==> config.mk <==
export PLATFORM = sky130hd
export DESIGN_NAME = pc_next_unit_flat
export DESIGN_NICKNAME = d
export VERILOG_FILES = /design/src/rtl/pc_next_unit_if.sv /design/src/rtl/pc_next_unit.sv /design/src/flat_wrapper.sv
export SDC_FILE = /design/constraint.sdc
export NUM_CORES = 1
export LEC_CHECK = 0
export ABC_AREA = 1
export BUFFER_PORTS_ARGS = -buffer_cell sky130_fd_sc_hd__buf_2
export CORE_ASPECT_RATIO = 1.2
export CORE_UTILIZATION = 29
export CTS_CLUSTER_DIAMETER = 40
export CTS_CLUSTER_SIZE = 30
export DETAILED_ROUTE_END_ITERATION = 8
export PLACE_DENSITY = 0.45
export SLEW_MARGIN = 20
export SYNTH_ARGS = -nofsm -noshare
export SYNTH_HDL_FRONTEND = slang
export SYNTH_SLANG_ARGS = --single-unit
export TNS_END_PERCENT = 20
==> constraint.sdc <==
create_clock -name clk -period 2.75 [get_ports clk]
set_clock_uncertainty 0.15 [all_clocks]
set_input_delay 0.275 -clock clk [delete_from_list [all_inputs] [get_ports clk]]
set_output_delay 0.275 -clock clk [all_outputs]
set_load 0.03 [all_outputs]
==> src/rtl/pc_next_unit_if.sv <==
// Instruction-fetch handshake between the PC unit (master) and instruction memory (slave).
interface pc_next_unit_if #(parameter int XLEN = 32);
    logic [XLEN-1:0] pc;
    logic            pc_valid;
    logic            imem_ready;

    modport master (output pc, output pc_valid, input imem_ready);
    modport slave  (input pc, input pc_valid, output imem_ready);
endinterface

==> src/rtl/pc_next_unit.sv <==
// Program counter and next-PC selection for the single-cycle core, with misaligned-target trap.
// Optional branch performance counters are enabled by defining PC_PERF_CNT_EN.
module pc_next_unit #(
    parameter int              XLEN      = 32,
    parameter logic [XLEN-1:0] RESET_VEC = XLEN'(32'h0000_0000),
    parameter logic [XLEN-1:0] TRAP_VEC  = XLEN'(32'h0000_0100)
) (
    input  logic                clk,
    input  logic                rst_n,
    input  logic                stall,
    input  logic                branch,
    input  logic                jump,
    input  logic                un_cond_branch,
    input  logic [2:0]          func3,
    input  logic                alu_zero,
    input  logic                alu_lt,
    input  logic                alu_ltu,
    input  logic [XLEN-1:0]     imm,
    input  logic [XLEN-1:0]     rs1,
    pc_next_unit_if.master      fetch,
    output logic [XLEN-1:0]     pc_plus4,
    output logic                taken,
    output logic                trap,
    output logic [XLEN-1:0]     epc
`ifdef PC_PERF_CNT_EN
    ,
    output logic [31:0]         br_cnt,
    output logic [31:0]         br_taken_cnt
`endif
);

    typedef enum logic [1:0] {BOOT, RUN, TRAP} state_t;

    state_t          state_q, state_d;
    logic [XLEN-1:0] pc_q, pc_d;
    logic [XLEN-1:0] epc_q, epc_d;
    logic            cond, run, adv, redirect, misalign;
    logic [XLEN-1:0] target;

    always_comb begin
        cond = 1'b0;
        case (func3)
            3'b000:  cond = alu_zero;
            3'b001:  cond = ~alu_zero;
            3'b100:  cond = alu_lt;
            3'b101:  cond = ~alu_lt;
            3'b110:  cond = alu_ltu;
            3'b111:  cond = ~alu_ltu;
            default: cond = 1'b0;
        endcase
    end

    assign run      = (state_q == RUN);
    assign pc_plus4 = pc_q + XLEN'(4);
    assign redirect = un_cond_branch | jump | (branch & cond);
    assign taken    = run & redirect;

    always_comb begin
        target = pc_plus4;
        if (un_cond_branch)            target = (rs1 + imm) & ~XLEN'(1);
        else if (jump | (branch & cond)) target = pc_q + imm;
    end

    // JALR masking already clears bit 0, so only bit 1 can make a target misaligned.
    assign misalign = taken & target[1];
    assign adv      = run & fetch.pc_valid & fetch.imem_ready & ~stall;

    always_comb begin
        state_d = state_q;
        pc_d    = pc_q;
        epc_d   = epc_q;
        case (state_q)
            BOOT: state_d = RUN;
            TRAP: state_d = RUN;
            RUN: begin
                if (adv) begin
                    if (misalign) begin
                        epc_d   = pc_q;
                        pc_d    = TRAP_VEC;
                        state_d = TRAP;
                    end else begin
                        pc_d = target;
                    end
                end
            end
            default: state_d = BOOT;
        endcase
    end

    always_ff @(posedge clk or negedge rst_n) begin
        if (!rst_n) begin
            state_q <= BOOT;
            pc_q    <= RESET_VEC;
            epc_q   <= '0;
        end else begin
            state_q <= state_d;
            pc_q    <= pc_d;
            epc_q   <= epc_d;
        end
    end

    assign fetch.pc       = pc_q;
    assign fetch.pc_valid = run;
    assign trap           = (state_q == TRAP);
    assign epc            = epc_q;

`ifdef PC_PERF_CNT_EN
    logic [31:0] br_cnt_q, br_cnt_d;
    logic [31:0] br_taken_cnt_q, br_taken_cnt_d;

    // Both counters stick at all-ones rather than wrapping.
    always_comb begin
        br_cnt_d       = br_cnt_q;
        br_taken_cnt_d = br_taken_cnt_q;
        if (adv && branch && (br_cnt_q != 32'hFFFF_FFFF))
            br_cnt_d = br_cnt_q + 32'd1;
        if (adv && branch && cond && (br_taken_cnt_q != 32'hFFFF_FFFF))
            br_taken_cnt_d = br_taken_cnt_q + 32'd1;
    end

    always_ff @(posedge clk or negedge rst_n) begin
        if (!rst_n) begin
            br_cnt_q       <= '0;
            br_taken_cnt_q <= '0;
        end else begin
            br_cnt_q       <= br_cnt_d;
            br_taken_cnt_q <= br_taken_cnt_d;
        end
    end

    assign br_cnt       = br_cnt_q;
    assign br_taken_cnt = br_taken_cnt_q;
`endif

endmodule

==> src/flat_wrapper.sv <==
// flat-port wrapper written by rule: the top's interface ports become plain ports
module pc_next_unit_flat 
#(
    parameter int              XLEN      = 32,
    parameter logic [XLEN-1:0] RESET_VEC = XLEN'(32'h0000_0000),
    parameter logic [XLEN-1:0] TRAP_VEC  = XLEN'(32'h0000_0100)
)
  (clk, rst_n, stall, branch, jump, un_cond_branch, func3, alu_zero, alu_lt, alu_ltu, imm, rs1, pc_plus4, taken, trap, epc, fetch_pc, fetch_pc_valid, fetch_imem_ready);
  pc_next_unit_if #(.XLEN(XLEN)) fetch_i ();
  input  logic clk;
  input  logic rst_n;
  input  logic stall;
  input  logic branch;
  input  logic jump;
  input  logic un_cond_branch;
  input  logic [2:0] func3;
  input  logic alu_zero;
  input  logic alu_lt;
  input  logic alu_ltu;
  input  logic [XLEN-1:0] imm;
  input  logic [XLEN-1:0] rs1;
  output logic [XLEN-1:0] pc_plus4;
  output logic taken;
  output logic trap;
  output logic [XLEN-1:0] epc;
  output wire logic [$bits(fetch_i.pc)-1:0] fetch_pc;
  output wire logic [$bits(fetch_i.pc_valid)-1:0] fetch_pc_valid;
  input wire logic [$bits(fetch_i.imem_ready)-1:0] fetch_imem_ready;
  assign fetch_pc = fetch_i.pc;
  assign fetch_pc_valid = fetch_i.pc_valid;
  assign fetch_i.imem_ready = fetch_imem_ready;
  pc_next_unit #(.XLEN(XLEN), .RESET_VEC(RESET_VEC), .TRAP_VEC(TRAP_VEC)) u_core (.clk(clk), .rst_n(rst_n), .stall(stall), .branch(branch), .jump(jump), .un_cond_branch(un_cond_branch), .func3(func3), .alu_zero(alu_zero), .alu_lt(alu_lt), .alu_ltu(alu_ltu), .imm(imm), .rs1(rs1), .fetch(fetch_i), .pc_plus4(pc_plus4), .taken(taken), .trap(trap), .epc(epc));
endmodule
### Word level (Yosys, flattened, before mapping)

Cells that the tools add are included.

| word-level totals | value |
|---|---|
| bits in registers | 66 |
| output and inout bits | 99 |

| cells by class | value |
|---|---|
| add/subtract/negate cells | 3 |
| equal/unequal tests | 9 |
| multiplexer cells | 7 |
| bitwise operators | 12 |
| reductions and logical operators | 6 |

Operators with widths:

| operator | number |
|---|---|
| 32-bit two-way mux | 3 |
| 32-bit adder | 2 |
| 32-bit by 3-bit adder with 32-bit output, second input constant | 1 |
| 3-bit == test, second input constant | 4 |
| 1-bit case mux with 6 select lines | 1 |
| 1-bit bitwise AND | 5 |
| 2-bit two-way mux | 2 |
| 2-bit inequality test, second input constant | 2 |
| 1-bit NOT | 4 |
| 2-bit case mux with 2 select lines | 1 |
| 2-bit AND reduction | 2 |
| 3-bit by 1-bit == test with 1-bit output, second input constant | 1 |
| 3-bit zero test | 1 |
| 1-bit OR | 3 |
| 3-bit AND reduction | 1 |
| 2-bit by 1-bit == test with 1-bit output, second input constant | 1 |
| 2-bit == test, second input constant | 1 |
| 2-bit zero test | 1 |
| 2-bit OR reduction | 1 |

### Longest topological paths before layout

| logic depth | value |
|---|---|
| depth after elaboration | 10 |
| gate-level depth with buffers | 16 |
| depth with buffers taken out | 16 |

### Worst setup path after synthesis

Ideal clock, no wire load.

| timing | value |
|---|---|
| kind | register to register |
| start point | reg u_core.pc_q[0] (netlist: u_core.fetch.pc[0]) |
| end point | reg u_core.pc_q[20] (netlist: u_core.fetch.pc[20]) |
| setup time | 0.118 ns |
| arrival time | 2.068 ns |
| data required time | 2.482 ns |
| slack | 0.415 ns |
| cell stages (with the launch flop) | 16 |
| path through | dfrtp_1 ha_1 inv_1 fa_1 inv_1 nand3_1 nand3_1 nand3_1 nand3_1 nand2_1 nand3_1 nand3_1 nand2_1 nand2_1 nand2_1 nand2_1 |

| between the ends | value |
|---|---|
| cells in the longest elaborated chain, start to end | 5 |

RTL lines:

| what | RTL line | text |
|---|---|---|
| start: declaration | pc_next_unit.sv:35 | `logic [XLEN-1:0] pc_q, pc_d;` |
| start signal: assignment | pc_next_unit.sv:97 | `pc_q <= pc_d;` |
| 32-bit by 3-bit adder with 32-bit output / 32-bit adder (equally long branches) | pc_next_unit.sv:54, pc_next_unit.sv:61 |  |
| 32-bit two-way mux * | pc_next_unit.sv:61 | `else if (jump \| (branch & cond)) target = pc_q + imm;` |
| 32-bit two-way mux * | pc_next_unit.sv:60 | `if (un_cond_branch) target = (rs1 + imm) & ~XLEN'(1);` |
| 1-bit bitwise AND | pc_next_unit.sv:65 | `assign misalign = taken & target[1];` |
| 32-bit two-way mux * | pc_next_unit.sv:77 | `if (misalign) begin` |

Mark *: on every way between the ends. The rest lies on a longest branch, timed or not.
A chain may end at the register's enable or synchronous reset.

### Worst setup path in the final report

| timing | value |
|---|---|
| start point | reg u_core.pc_q[21] (netlist: u_core.fetch.pc[21]) |
| end point | out pc_plus4[30] |

| between the ends | value |
|---|---|
| cells in the longest elaborated chain, start to end | 1 |

RTL lines:

| what | RTL line | text |
|---|---|---|
| 32-bit by 3-bit adder with 32-bit output | pc_next_unit.sv:54 | `assign pc_plus4 = pc_q + XLEN'(4);` |
| end: declaration | flat_wrapper.sv:22 | `output logic [XLEN-1:0] pc_plus4;` |

Every way passes these cells.

==> flow_metrics.tcl <==
set metrics [dict create \
    core_mm2 0.02970 \
    dpl-instance-area_mm2 0.01018 \
    wl_per_cell_um 16.98 \
    maxSlewViolCount 0 \
    crit_buf_inv 2 \
    fin_crit_sh 0.9813 \
    hp-class "input port to flip-flop" \
    syn-num-nets 1692 \
    clkLatencyLatePin_ps 350 \
    cts_buffers 9 \
    fin_cells 2137 \
    critPathRequiredTime_ps 2330 \
    cts_tree "done" \
    multiInputGateArea_mm2 0.005922 \
    end_kind "primary output" \
    setup_ws_ps 51.50 \
    start_util 0.2948 \
    syn_area_mm2 0.008756 \
    syn_to_final_growth_pct 21.08 \
    synth-edff-count 0 \
    seqCellArea_mm2 0.001663 \
    cp_top_family "simple AND/OR/NAND/NOR gates" \
    outcome "finished, final reports clean" \
    finalCoreUtilization 0.3570 \
    max_stage_delay_ps 540 \
    criticalPathCategory "flip-flop to primary output" \
    max_freq_mhz 370.6 \
    vdd_drop_max_v 0.0004039 \
    path_clk_slew_ps 60 \
    dp.cells 2120 \
    antenna_found_initial 0 \
    netlist.area_leader.share 0.2628 \
    finalSetupViolations 0 \
    floorplan.rows 69 \
    synth_cells 1551 \
    vias 9993 \
    n_antenna_cell 0 \
    dp_slack_ps 128.4 \
    nFillCells 3495 \
    cap_violations 0 \
    grt_pass1_vias 9602 \
    cp_slowest_cell "dfrtp_1" \
    routed_wl_um 36280 \
    dpl.hpwl_um 31590 \
    postRouteAntennaNets 0 \
    final_area_mm2 0.01060 \
    synthFlopType "dfrtp_1" \
    cp_max_fo 6 \
    yosys-top-cells-area "nand2_1 (26%), dfrtp_1 (19%), inv_1 (12%)" \
    synth_area_per_cell_um2 5.645 \
    dieArea_mm2 0.03089 \
    avgViaCountPerCell 4.676 \
    clkSinkCount 66 \
    period_minus_slack_ps 2698 \
    maxSlewHeadroom 0.6080 \
    firstDrtPassIters 5 \
    die_width_um 160.6 \
    grt_start_max_net_pins 67 \
    cts_root_buf "clkbuf_16" \
    power_density_mw_per_mm2 875.7 \
    synthArstFlopShare 1.000 \
    die_h_um 192.3 \
    grt.total_usage 0.2352 \
    ys_types 39 \
    yosys.area.top_type "nand2_1" \
    rsz0062_at_grt "yes" \
    path_common_cell "nand2_1" \
    p_leak_nw 6.344 \
    ys_ff_latch 66 \
    startpoint_type "flip-flop" \
    crit_arrival_ps 2270 \
    ys_warn_count 0 \
    cts_max_level 3 \
    total_power_mw 9.283 \
    ios 176 \
    clockBufferDepth 2 \
    synth_seq_area_share 0.1886 \
    dr.first_iter.drc_count 578 \
    drc 0 \
    tightestPinTransition_ps 587.3 \
    cp_cell_sequence "buf_4 > nand2_1 > nor3_1 > nand2_1 > nand3b_1 > xor2_1 > clkbuf_4" \
    drive_above_1_share 0.1608 \
    final_nets 1883 \
    gp_congestion 0.9279 \
    grt-ovfl-total 0 \
    finalHoldViolations 0 \
    portBuffers 175 \
    grt_pass1_wl_um 54210 \
]
-- logic make-up after synthesis --
family,after synthesis,share of synthesized area
AO/OA/AOI/OAI,141,0.09860
buffers and inverters,310,0.1409
AND/OR/NAND/NOR,935,0.4437
XOR/XNOR,35,0.03501
flip-flops,66,0.1886
adder cells (fa/ha/maj),64,0.09317
-- Yosys cell counts (3+ instances only) --
| master | count |
|---|---|
| nand2_1 | 613 |
| inv_1 | 285 |
| nor2_1 | 126 |
| nand3_1 | 124 |
| dfrtp_1 | 66 |
| ha_1 | 62 |
| a21oi_1 | 58 |
| o21ai_0 | 31 |
| o21ai_2 | 28 |
| nor3_1 | 25 |
| xor2_1 | 23 |
| nand4_1 | 19 |
| xnor2_1 | 12 |
| o21bai_1 | 10 |
| clkbuf_1 | 8 |
| nand3b_1 | 7 |
| buf_6 | 6 |
| nand2_4 | 5 |
| and2_1 | 4 |
| buf_2 | 4 |
| buf_4 | 4 |
| o21ai_1 | 4 |
| o22ai_1 | 4 |
| nand2_2 | 3 |
-- registers in the layout, indices dropped and copies added (netlist names) --
register / cells
u_core.epc: 32
u_core.fetch.pc: 32
u_core.state_q: 2
-- area by class of cell --
cell class / instances / area share
multi-input combinational: 1175 / 0.5586
sequential: 66 / 0.1569
timing repair buffer: 203 / 0.1041
inverter: 287 / 0.1021
tap: 390 / 0.04603
clock buffer: 9 / 0.02124
clock inverter: 7 / 0.01109
-- what timing repair did --
action | in CTS | in global routing
hold buffers | 1 | 0
hold endpoints to repair | 66 | 0
setup endpoints to repair | 9 | 14
buffers inserted | 0 | 0
cloned | 0 | 0
resized for setup | 12 | 12
-- cells in the final DEF, fill, tap and decap left out, types with 10 or more instances in the layout --
| cell | instances |
|---|---|
| nand2_1 | 612 |
| inv_1 | 283 |
| buf_2 | 174 |
| nor2_1 | 125 |
| nand3_1 | 124 |
| ha_1 | 62 |
| a21oi_1 | 58 |
| dfrtp_1 | 57 |
| o21ai_0 | 30 |
| o21ai_2 | 29 |
| buf_4 | 26 |
| xor2_1 | 23 |
| nor3_1 | 20 |
| nand4_1 | 19 |
| xnor2_1 | 12 |
| o21bai_1 | 10 |
-- final timing paths --
path	startpoint	end	slack, ps	depth (start not counted)
setup / recovery	u_core.fetch.pc[21]$_DFFE_PN0P_	pc_plus4[30]	50	7
hold / removal	stall	u_core.state_q[1]$_DFFE_PN0P_	210	4
setup reg to reg	u_core.fetch.pc[0]$_DFFE_PN0P_	u_core.fetch.pc[24]$_DFFE_PN0P_	160	15
hold reg to reg	u_core.state_q[1]$_DFFE_PN0P_	u_core.state_q[0]$_DFFE_PN0P_	310	1
max in group asynchronous	rst_n	u_core.fetch.pc[24]$_DFFE_PN0P_	1790	3
min in group asynchronous	rst_n	u_core.state_q[0]$_DFFE_PN0P_	340	3
-- layer usage --
layer / global-route usage / share of wire
met1: 0.2966 / 0.44
met4: 0.08242 / 0.029
met2: 0.4216 / 0.49
met3: 0.01483 / 0.043
met5: 0 / 0
-- power breakdown --
| part | internal [mW] | switching [mW] |
|---|---|---|
| Sequential | 1.37 | 0.485 |
| Clock | 0.883 | 0.468 |
| Combinational | 1.82 | 4.25 |
| Total | 4.08 | 5.20 |
-- worst min-delay path, stage by stage --
cell    delay (ps)
buf_2           90
nor3_2          40
inv_1          150
nor2_8          90
-- per-stage QoR --
stage / setup TNS (ps) / hold slack, ps
final: 0 / 207.5
after CTS: 0 / 201.0
after global placement: 0 / 188.3
after floorplan: 0 / -170.6
after global routing: -16.52 / 228.0
after detailed placement: 0 / 184.8
(Power assumes the default switching activity.)
